[config.mk]
export PLATFORM = sky130hd
export DESIGN_NAME = instr_fetch
export DESIGN_NICKNAME = d
export VERILOG_FILES = /design/src/rtl/instr_fetch_pkg.sv /design/src/rtl/fetch_skid_buffer.sv /design/src/rtl/instr_fetch.sv
export SDC_FILE = /design/constraint.sdc
export NUM_CORES = 1
export LEC_CHECK = 0
export BUFFER_PORTS_ARGS = -buffer_cell sky130_fd_sc_hd__buf_2
export CORE_UTILIZATION = 56
export DETAILED_ROUTE_END_ITERATION = 8
export GPL_TIMING_DRIVEN = 0
export HOLD_SLACK_MARGIN = 0.02
export PLACE_DENSITY = 0.83
export SLEW_MARGIN = 15
export SYNTH_ARGS = -nofsm -noshare
export SYNTH_HDL_FRONTEND = slang
export SYNTH_HIERARCHICAL = 1
export SYNTH_SLANG_ARGS = --single-unit
[constraint.sdc]
create_clock -name CLK -period 3.05 [get_ports CLK]
set_input_delay 0.4575 -clock CLK [delete_from_list [all_inputs] [get_ports CLK]]
set_output_delay 0.4575 -clock CLK [all_outputs]
set_load 0.01 [all_outputs]
[src/rtl/instr_fetch_pkg.sv]
// Shared pipeline definitions for the fetch stage: state encoding,
// PC increment constant and the hold-buffer entry layout.
package instr_fetch_pkg;

    typedef enum logic [1:0] {
        FETCH  = 2'd0,
        SQUASH = 2'd1,
        HOLD   = 2'd2
    } fetch_state_t;

    localparam logic [31:0] PC_INC = 32'h4;

    typedef struct packed {
        logic [31:0] instr;
        logic [31:0] pc;
    } fetch_entry_t;

    // Sequential PC; wraps modulo 2^32.
    function automatic logic [31:0] pc_next(input logic [31:0] pc);
        return pc + PC_INC;
    endfunction

endpackage

[src/rtl/fetch_skid_buffer.sv]
// One-entry hold buffer for a fetched word decode could not accept.
// Ports: CLK/RESET, load/unload/flush controls, din entry in,
// dout entry out, full flag.
module fetch_skid_buffer
    import instr_fetch_pkg::*;
(
    input  logic         CLK,
    input  logic         RESET,
    input  logic         load,
    input  logic         unload,
    input  logic         flush,
    input  fetch_entry_t din,
    output fetch_entry_t dout,
    output logic         full
);

    always_ff @(posedge CLK or negedge RESET) begin
        if (!RESET) begin
            full <= 1'b0;
            dout <= '0;
        end else begin
            // flush wins over load so a redirect never leaves a stale word
            if (flush || unload) begin
                full <= 1'b0;
            end else if (load) begin
                full <= 1'b1;
            end
            if (load && !flush) begin
                dout <= din;
            end
        end
    end

endmodule

[src/rtl/instr_fetch.sv]
// Instruction fetch stage: issues I-cache reads, handles redirects,
// squashes stale responses and holds a word while decode is frozen.
// Ports: CLK/RESET; decode side Request_Alt_PC, Alt_PC, WANT_FREEZE;
// I-cache side Instr_address_2IC, ReadRequest_2IC, Instr_fIC,
// Instr_valid_fIC, STALL_fICache; decode outputs Instr1_OUT,
// Instr_PC_OUT, Instr_PC_Plus4_OUT (all zero = bubble).
module instr_fetch
    import instr_fetch_pkg::*;
#(
    parameter logic [31:0] RESET_PC = 32'h0000_0000
) (
    input  logic        CLK,
    input  logic        RESET,
    input  logic        Request_Alt_PC,
    input  logic [31:0] Alt_PC,
    input  logic        WANT_FREEZE,
    output logic [31:0] Instr_address_2IC,
    output logic        ReadRequest_2IC,
    input  logic [31:0] Instr_fIC,
    input  logic        Instr_valid_fIC,
    output logic        STALL_fICache,
    output logic [31:0] Instr1_OUT,
    output logic [31:0] Instr_PC_OUT,
    output logic [31:0] Instr_PC_Plus4_OUT
);

    fetch_state_t state_q;
    fetch_state_t state_d;
    logic [31:0]  pc_q;
    logic [31:0]  pc_d;
    logic [31:0]  sq_addr_q;
    logic         req_en_q;
    logic         got;
    logic         take_new;
    logic         load_buf;
    logic         take_buf;
    fetch_entry_t buf_din;
    fetch_entry_t buf_dout;
    logic         buf_full;

    always_ff @(posedge CLK or negedge RESET) begin
        if (!RESET) begin
            state_q <= FETCH;
        end else begin
            state_q <= state_d;
        end
    end

    always_comb begin
        state_d = state_q;
        unique case (state_q)
            FETCH: begin
                if (Request_Alt_PC) begin
                    // an unanswered request must be drained first
                    state_d = STALL_fICache ? SQUASH : FETCH;
                end else if (got && WANT_FREEZE) begin
                    state_d = HOLD;
                end
            end
            SQUASH: begin
                // the stale response retires the old request
                if (Instr_valid_fIC) begin
                    state_d = FETCH;
                end
            end
            HOLD: begin
                if (Request_Alt_PC || !WANT_FREEZE) begin
                    state_d = FETCH;
                end
            end
            default: state_d = FETCH;
        endcase
    end

    always_comb begin
        // no request in the first cycle after reset release
        ReadRequest_2IC   = req_en_q &&
                            (state_q == FETCH || state_q == SQUASH);
        Instr_address_2IC = (state_q == SQUASH) ? sq_addr_q : pc_q;
        STALL_fICache     = ReadRequest_2IC && !Instr_valid_fIC;
        got               = ReadRequest_2IC && Instr_valid_fIC &&
                            (state_q == FETCH);
        take_new          = got && !Request_Alt_PC && !WANT_FREEZE;
        load_buf          = got && !Request_Alt_PC && WANT_FREEZE;
        take_buf          = (state_q == HOLD) && buf_full &&
                            !Request_Alt_PC && !WANT_FREEZE;
        if (Request_Alt_PC) begin
            pc_d = Alt_PC;
        end else if (got) begin
            pc_d = pc_next(pc_q);
        end else begin
            pc_d = pc_q;
        end
    end

    assign buf_din = '{instr: Instr_fIC, pc: pc_q};

    fetch_skid_buffer u_skid (
        .CLK    (CLK),
        .RESET  (RESET),
        .load   (load_buf),
        .unload (take_buf),
        .flush  (Request_Alt_PC),
        .din    (buf_din),
        .dout   (buf_dout),
        .full   (buf_full)
    );

    always_ff @(posedge CLK or negedge RESET) begin
        if (!RESET) begin
            pc_q               <= RESET_PC;
            sq_addr_q          <= RESET_PC;
            req_en_q           <= 1'b0;
            Instr1_OUT         <= '0;
            Instr_PC_OUT       <= '0;
            Instr_PC_Plus4_OUT <= '0;
        end else begin
            pc_q      <= pc_d;
            // tracks the live address; frozen while squashing
            sq_addr_q <= Instr_address_2IC;
            req_en_q  <= 1'b1;
            if (take_new) begin
                Instr1_OUT         <= Instr_fIC;
                Instr_PC_OUT       <= pc_q;
                Instr_PC_Plus4_OUT <= pc_next(pc_q);
            end else if (take_buf) begin
                Instr1_OUT         <= buf_dout.instr;
                Instr_PC_OUT       <= buf_dout.pc;
                Instr_PC_Plus4_OUT <= pc_next(buf_dout.pc);
            end else if (!WANT_FREEZE) begin
                Instr1_OUT         <= '0;
                Instr_PC_OUT       <= '0;
                Instr_PC_Plus4_OUT <= '0;
            end
        end
    end

endmodule

# Word level (Yosys, flattened, before mapping)
# Index checks and enable logic that the tools add are counted.
[totals]
reg_bits = 228
output_inout_bits = 130
elab_cells = 58
[op_classes]
addsub = 2
n_eq_ne = 6
mux = 18
n_reduce_logical = 22
[ops]
columns = ["cell", "n"]
rows = [
  ["2-to-1 mux 32 bit", 10],
  ["adder 32 x 3 -> 32 bit (second input constant)", 2],
  ["logical AND 1 bit", 12],
  ["2-to-1 mux 2 bit", 4],
  ["case mux 2 bit (3 select lines)", 1],
  ["inequality test 2 bit (second input constant)", 2],
  ["nonzero test 2 bit", 2],
  ["logical NOT 1 bit", 3],
  ["logical OR 1 bit", 3],
  ["2-to-1 mux 1 bit", 3],
  ["inequality test 3 x 1 -> 1 bit (second input constant)", 1],
  ["inequality test 3 bit (second input constant)", 1],
  ["AND reduction 3 bit", 1],
  ["equality test 2 x 1 -> 1 bit (second input constant)", 1],
  ["equality test 2 bit (second input constant)", 1],
  ["logical NOT 2 bit", 1],
]

# Depth between registers and ports, before layout
[logic_depth]
word_depth = 9
mapped_depth = 11

# Cells and area by module
# The synthesis kept the hierarchy.
[modules_own_cells]
columns = ["mod", "n_inst", "cells_each", "area_per_inst_um2", "seq_area_each_um2"]
rows = [
  ["instr_fetch", 1, 863, 8348.0, 4028.9],
  ["fetch_skid_buffer", 1, 139, 2735.1, 1626.6],
]

# Least setup slack after synthesis
# OpenSTA, ideal clock, no wires.
[synth_timing]
path_type = "in2reg"
from = "input Request_Alt_PC"
to = "register u_skid/dout[0] (netlist bit)"
setup_ns = 0.125
t_arrival_ns = 2.647
path_slack_ns = 0.278
cell_stages = 11
path_buffers = 6
cell_sequence = "clkbuf_1 > nor2_1 > and3_1 > clkbuf_1 > clkbuf_1 > buf_1 > and2_1 > nor2b_4 > buf_12 > buf_12 > mux2_4"
[synth_via]
elab_chain_cells = 4
[synth_lines]
columns = ["item", "line", "rtl"]
rows = [
  ["start: declaration", "instr_fetch.sv:14", "input logic Request_Alt_PC,"],
  ["logical NOT 1 bit", "instr_fetch.sv:84", "load_buf = got && !Request_Alt_PC && WANT_FREEZE;"],
  ["logical AND 1 bit (2 in a row)", "instr_fetch.sv:84", ""],
  ["net load_buf", "instr_fetch.sv:35", "logic load_buf;"],
  ["logical AND 1 bit", "fetch_skid_buffer.sv:28", "if (load && !flush) begin"],
  ["end signal: assignment", "fetch_skid_buffer.sv:29", "dout <= din;"],
  ["end: declaration", "fetch_skid_buffer.sv:13", "output fetch_entry_t dout,"],
]
# The timed path passes the listed nets, and every way through them passes these cells.
# A chain may end at the register's enable or synchronous reset.

# Worst setup path after layout
[layout_timing]
from = "register state_q[1]"
to = "register u_skid/dout[28] (netlist bit)"
[layout_via]
elab_chain_cells = 8
word_cells_on_any_way = 9
classes_between = "eq/ne (1); reduce/logical (8)"
[layout_lines]
columns = ["item", "line", "rtl"]
rows = [
  ["start: declaration", "instr_fetch.sv:27", "fetch_state_t state_q;"],
  ["start signal: assignment", "instr_fetch.sv:45", "state_q <= state_d;"],
  ["equality test 2 x 1 -> 1 bit / logical NOT 2 bit (equally long branches)", "instr_fetch.sv:78, instr_fetch.sv:82", ""],
  ["logical OR 1 bit", "instr_fetch.sv:78", "(state_q == FETCH || state_q == SQUASH);"],
  ["logical AND 1 bit", "instr_fetch.sv:77", "ReadRequest_2IC = req_en_q &&"],
  ["logical AND 1 bit", "instr_fetch.sv:81", "got = ReadRequest_2IC && Instr_valid_fIC &&"],
  ["logical AND 1 bit *", "instr_fetch.sv:81", ""],
  ["logical AND 1 bit * (2 in a row)", "instr_fetch.sv:84", ""],
  ["net load_buf", "instr_fetch.sv:35", ""],
  ["logical AND 1 bit *", "fetch_skid_buffer.sv:28", ""],
]
# The timed path passes the listed nets; every way through them passes the cells marked *.

==> metrics.yaml <==
clock_network:
  cts_post_setup_buffers_inserted: 0
  cts-buffers-inserted: 24
  tritoncts: "done"
  cts_max_path_buffers: 3
  clkTransAtPathRegs_ns: 0.06
  numClockSinks: 226
  clock_tree.htree_level_count: 1
  worst_skew_pair.late_latency_ns: 0.51
  cts-root-buf: "sky130_fd_sc_hd__clkbuf_16"
yosys:
  netlist.top_cell.by_area: "sky130_fd_sc_hd__dfrtp_1"
  syn_inst: 1002
  synthTopCellsByArea: "sky130_fd_sc_hd__dfrtp_1 51%, sky130_fd_sc_hd__mux2_4 8.1%, sky130_fd_sc_hd__nand2_1 4.9%"
  synth.cell_area_um2: 11080
  edff_count_synth: 0
  synth_common_cells: "226 x sky130_fd_sc_hd__dfrtp_1, 145 x sky130_fd_sc_hd__nand2_1, 101 x sky130_fd_sc_hd__o21ai_0"
  synth-seq-area-share_pct: 51.03
  dominantRegCellSynth: "sky130_fd_sc_hd__dfrtp_1"
  ys_ff_latch: 226
  async_flop_share_pct: 100.0
  ys_types: 65
  yosysTopAreaCellShare_pct: 51.03
  syn_area_per_cell_um2: 11.06
  yosys_warnings: 6
  synthesized_netlist_net_count: 1073
  post-synth-top-count-cell: "sky130_fd_sc_hd__dfrtp_1"
placement:
  port_buffers: 198
  post-place-ws_ns: -0.7772
  dp_hpwl_um: 22400
  dpl-instance-area_um2: 12470
  finalWeightedCongestion: 0.9314
global_routing:
  global_route.usage.met2_pct: 47.94
  global_route.usage.met1_pct: 44.79
  groute.usage.overall_pct: 31.21
  antenna_violations_before_repair: 0
  grt-ovfl-total: 0
  number_of_global_route_vias_before_repair: 8809
  groute.layer.met3.usage_pct: 4.326
  busiest_layer: "met2"
  pin_count_of_the_biggest_net_entering_global_routing: 81
  grt_first_pass_wirelength_um: 48770
layout:
  n_antenna_cell: 0
  num-nets-final: 1300
  layout_cells_sized_above_1_pct: 29.82
  final_util_pct: 68.10
  synthToLayoutAreaGrowth_pct: 19.59
  final_cell_area_um2: 13250
hold_path:
  min_delay_worst_endpoint: "pc_q[11]$_DFFE_PN0P_"
  holdCritStartpoint: "Alt_PC[11]"
  worstHoldPathType: "in -> reg"
  timing.hold.worst_path_depth: 3
detailed_routing:
  detail_route.iter0.violations: 874
  routed-via-count: 9069
  post_drt_wl_per_cell_um: 20.64
  drt_pre_antenna_iters: 6
  drc: 0
  totalWireLength_um: 31140
  drt.antenna.violating_nets: 0
  route.detailed.vias_per_inst: 6.010
critical_path:
  critPathCaptureType: "flip-flop"
  r2r.worst_path.cells: 10
  startpoint_type: "flip-flop"
  beginning_of_the_worst_register_to_register_path: "state_q[1]$_DFFE_PN0P_"
  crit_type: "reg -> reg"
  r2r_end: "u_skid/dout[28]$_DFFE_PN0P_"
  worst-endpoint-required_ns: 3.44
  worst-endpoint-arrival_ns: 3.31
  reg2reg_slack_ns: 0.14
  critical_path.max_fanout: 10
timing:
  worst_slew_pin_slew_ns: 0.9510
  final.setup.worst_slack_ns: 0.1373
  slew_viol_final: 0
  report.final.hold_viol_count: 0
  setup_violations: 0
  post_route_clock_period_utilization_pct: 95.50
  fin_setup_tns_ns: 0
  fin_skew_ns: 0.006944
  setup_repair_after_global_routing_missed_its_margin: "no"
  timing.final.crit_period_ns: 2.913
  slew_headroom_pct: 36.08
  max_freq_mhz: 343.3
floorplanning:
  chipWidth_um: 142.7
  design.core.area_um2: 19460
  cell_rows: 51
  io-pin-count: 199
  start_util_pct: 56.95
  die_area_um2: 20360
  die_height_um: 142.7
run:
  cap_violations: 0
pwr:
  pwr_density_cell_nw_per_um2: 597.0
  ir_worst_vdd_mv: 0.4320
  static-leakage-power_uw: 0.006042
status:
  run_status: "complete, no violations"
-- sequential cells by signal, summed over array words and instances (netlist names) --
signal,flops
u_skid/dout,64
Instr1_OUT,32
pc_q,32
Instr_PC_Plus4_OUT,30
state_q,2
Instr_PC_OUT,32
u_skid/full,1
req_en_q,1
sq_addr_q,32
-- repair_timing --
action                                  in CTS  in global routing
endpoints found under the setup margin      74                 74
hold endpoints to repair                    68                  0
hold buffers                                 1                  0
resized for setup                            3                  3
-- stage by stage --
stage	hold slack (ns)	power (µW)	instances
after floorplan	0.1619	4555	1002
after global placement	0.4601	5009	1465
after detailed placement	0.4658	5079	1467
after CTS	0.1462	7921	1509
after global routing	0.1787	8191	1509
final	0.1602	7913	1509
-- critical path, stage by stage, from the launching register on --
cell and delay, ns:
sky130_fd_sc_hd__dfrtp_1 0.46, sky130_fd_sc_hd__nor2b_2 0.24, sky130_fd_sc_hd__and3_1 0.18, sky130_fd_sc_hd__clkbuf_1 0.20, sky130_fd_sc_hd__clkbuf_2 0.35, sky130_fd_sc_hd__clkbuf_4 0.33
sky130_fd_sc_hd__and2_1 0.18, sky130_fd_sc_hd__nor2b_4 0.17, sky130_fd_sc_hd__buf_12 0.18, sky130_fd_sc_hd__buf_12 0.17, sky130_fd_sc_hd__mux2_4 0.31
-- cells by family (layout without fill, tap and decap cells) --
kind of cell / count (synthesis) / count (layout) / share of synthesized area (%)
buffers and inverters: 93 / 335 / 5.487
AND/OR/NAND/NOR: 287 / 287 / 12.87
AO/OA/AOI/OAI: 249 / 249 / 14.77
flip-flops: 226 / 226 / 51.03
adder cells (fa/ha/maj): 2 / 2 / 0.2257
multiplexers: 99 / 99 / 12.03
other: 1 / 1 / 0.03384
XOR/XNOR: 45 / 45 / 3.556
-- power breakdown --
group	switching (µW)	total, µW	internal [µW]
Combinational	645	1320	672
Sequential	385	3760	3370
Clock	1140	2840	1700
Total	2170	7910	5750
-- placed cells by master, fill, tap and decap left out, types with 9 or more instances in the layout --
| master | instances |
|---|---|
| sky130_fd_sc_hd__a21oi_1 | 16 |
| sky130_fd_sc_hd__nor2_1 | 21 |
| sky130_fd_sc_hd__xor2_1 | 27 |
| sky130_fd_sc_hd__a22oi_1 | 70 |
| sky130_fd_sc_hd__nand3_1 | 23 |
| sky130_fd_sc_hd__nand4_1 | 19 |
| sky130_fd_sc_hd__nor3_1 | 13 |
| sky130_fd_sc_hd__clkbuf_8 | 11 |
| sky130_fd_sc_hd__clkbuf_1 | 55 |
| sky130_fd_sc_hd__and3_1 | 10 |
| sky130_fd_sc_hd__clkbuf_16 | 25 |
| sky130_fd_sc_hd__buf_2 | 198 |
| sky130_fd_sc_hd__o211ai_1 | 12 |
| sky130_fd_sc_hd__o21ai_0 | 101 |
| sky130_fd_sc_hd__buf_6 | 9 |
| sky130_fd_sc_hd__mux2_4 | 60 |
| sky130_fd_sc_hd__nor4_1 | 17 |
| sky130_fd_sc_hd__mux2_2 | 34 |
| sky130_fd_sc_hd__nand2_1 | 145 |
| sky130_fd_sc_hd__dfrtp_1 | 226 |
| sky130_fd_sc_hd__o221ai_1 | 10 |
| sky130_fd_sc_hd__xnor2_1 | 18 |
-- worst max path at each step --
stage,from,end,slack [ns],cells past startpoint
finish,state_q[1]$_DFFE_PN0P_,u_skid/dout[28]$_DFFE_PN0P_,0.14,10
global route,state_q[0]$_DFFE_PN0P_,u_skid/dout[41]$_DFFE_PN0P_,0.02,10
CTS,state_q[1]$_DFFE_PN0P_,Instr_address_2IC[7],0.04,5
detailed placement,Request_Alt_PC,u_skid/dout[28]$_DFFE_PN0P_,-0.78,12
global placement,RESET,sq_addr_q[2]$_DFF_PN0_,-2.33,1
floorplan,Request_Alt_PC,u_skid/dout[0]$_DFFE_PN0P_,0.28,11
-- routing by layer --
metal / part of all wire [%] / vias to the layer above / wire (µm)
met5: 0 / - / 0
met4: 3.4 / 0 / 1073
met3: 8.2 / 81 / 2540
met2: 45 / 477 / 14050
met1: 43 / 4429 / 13480
li1: - / 4082 / -
-- area by class of cell --
type / instances / area [µm²]
Timing Repair Buffer: 201 / 1066
Multi-Input combinational cell: 683 / 4822
Sequential cell: 226 / 5655
Inverter: 9 / 33.78
Clock buffer: 39 / 728.2
Clock inverter: 2 / 35.03
Fill cell: 1466 / 6208
Buffer: 84 / 581.8
Tap cell: 265 / 331.6
No activity file was read; power rests on OpenSTA's default activity.
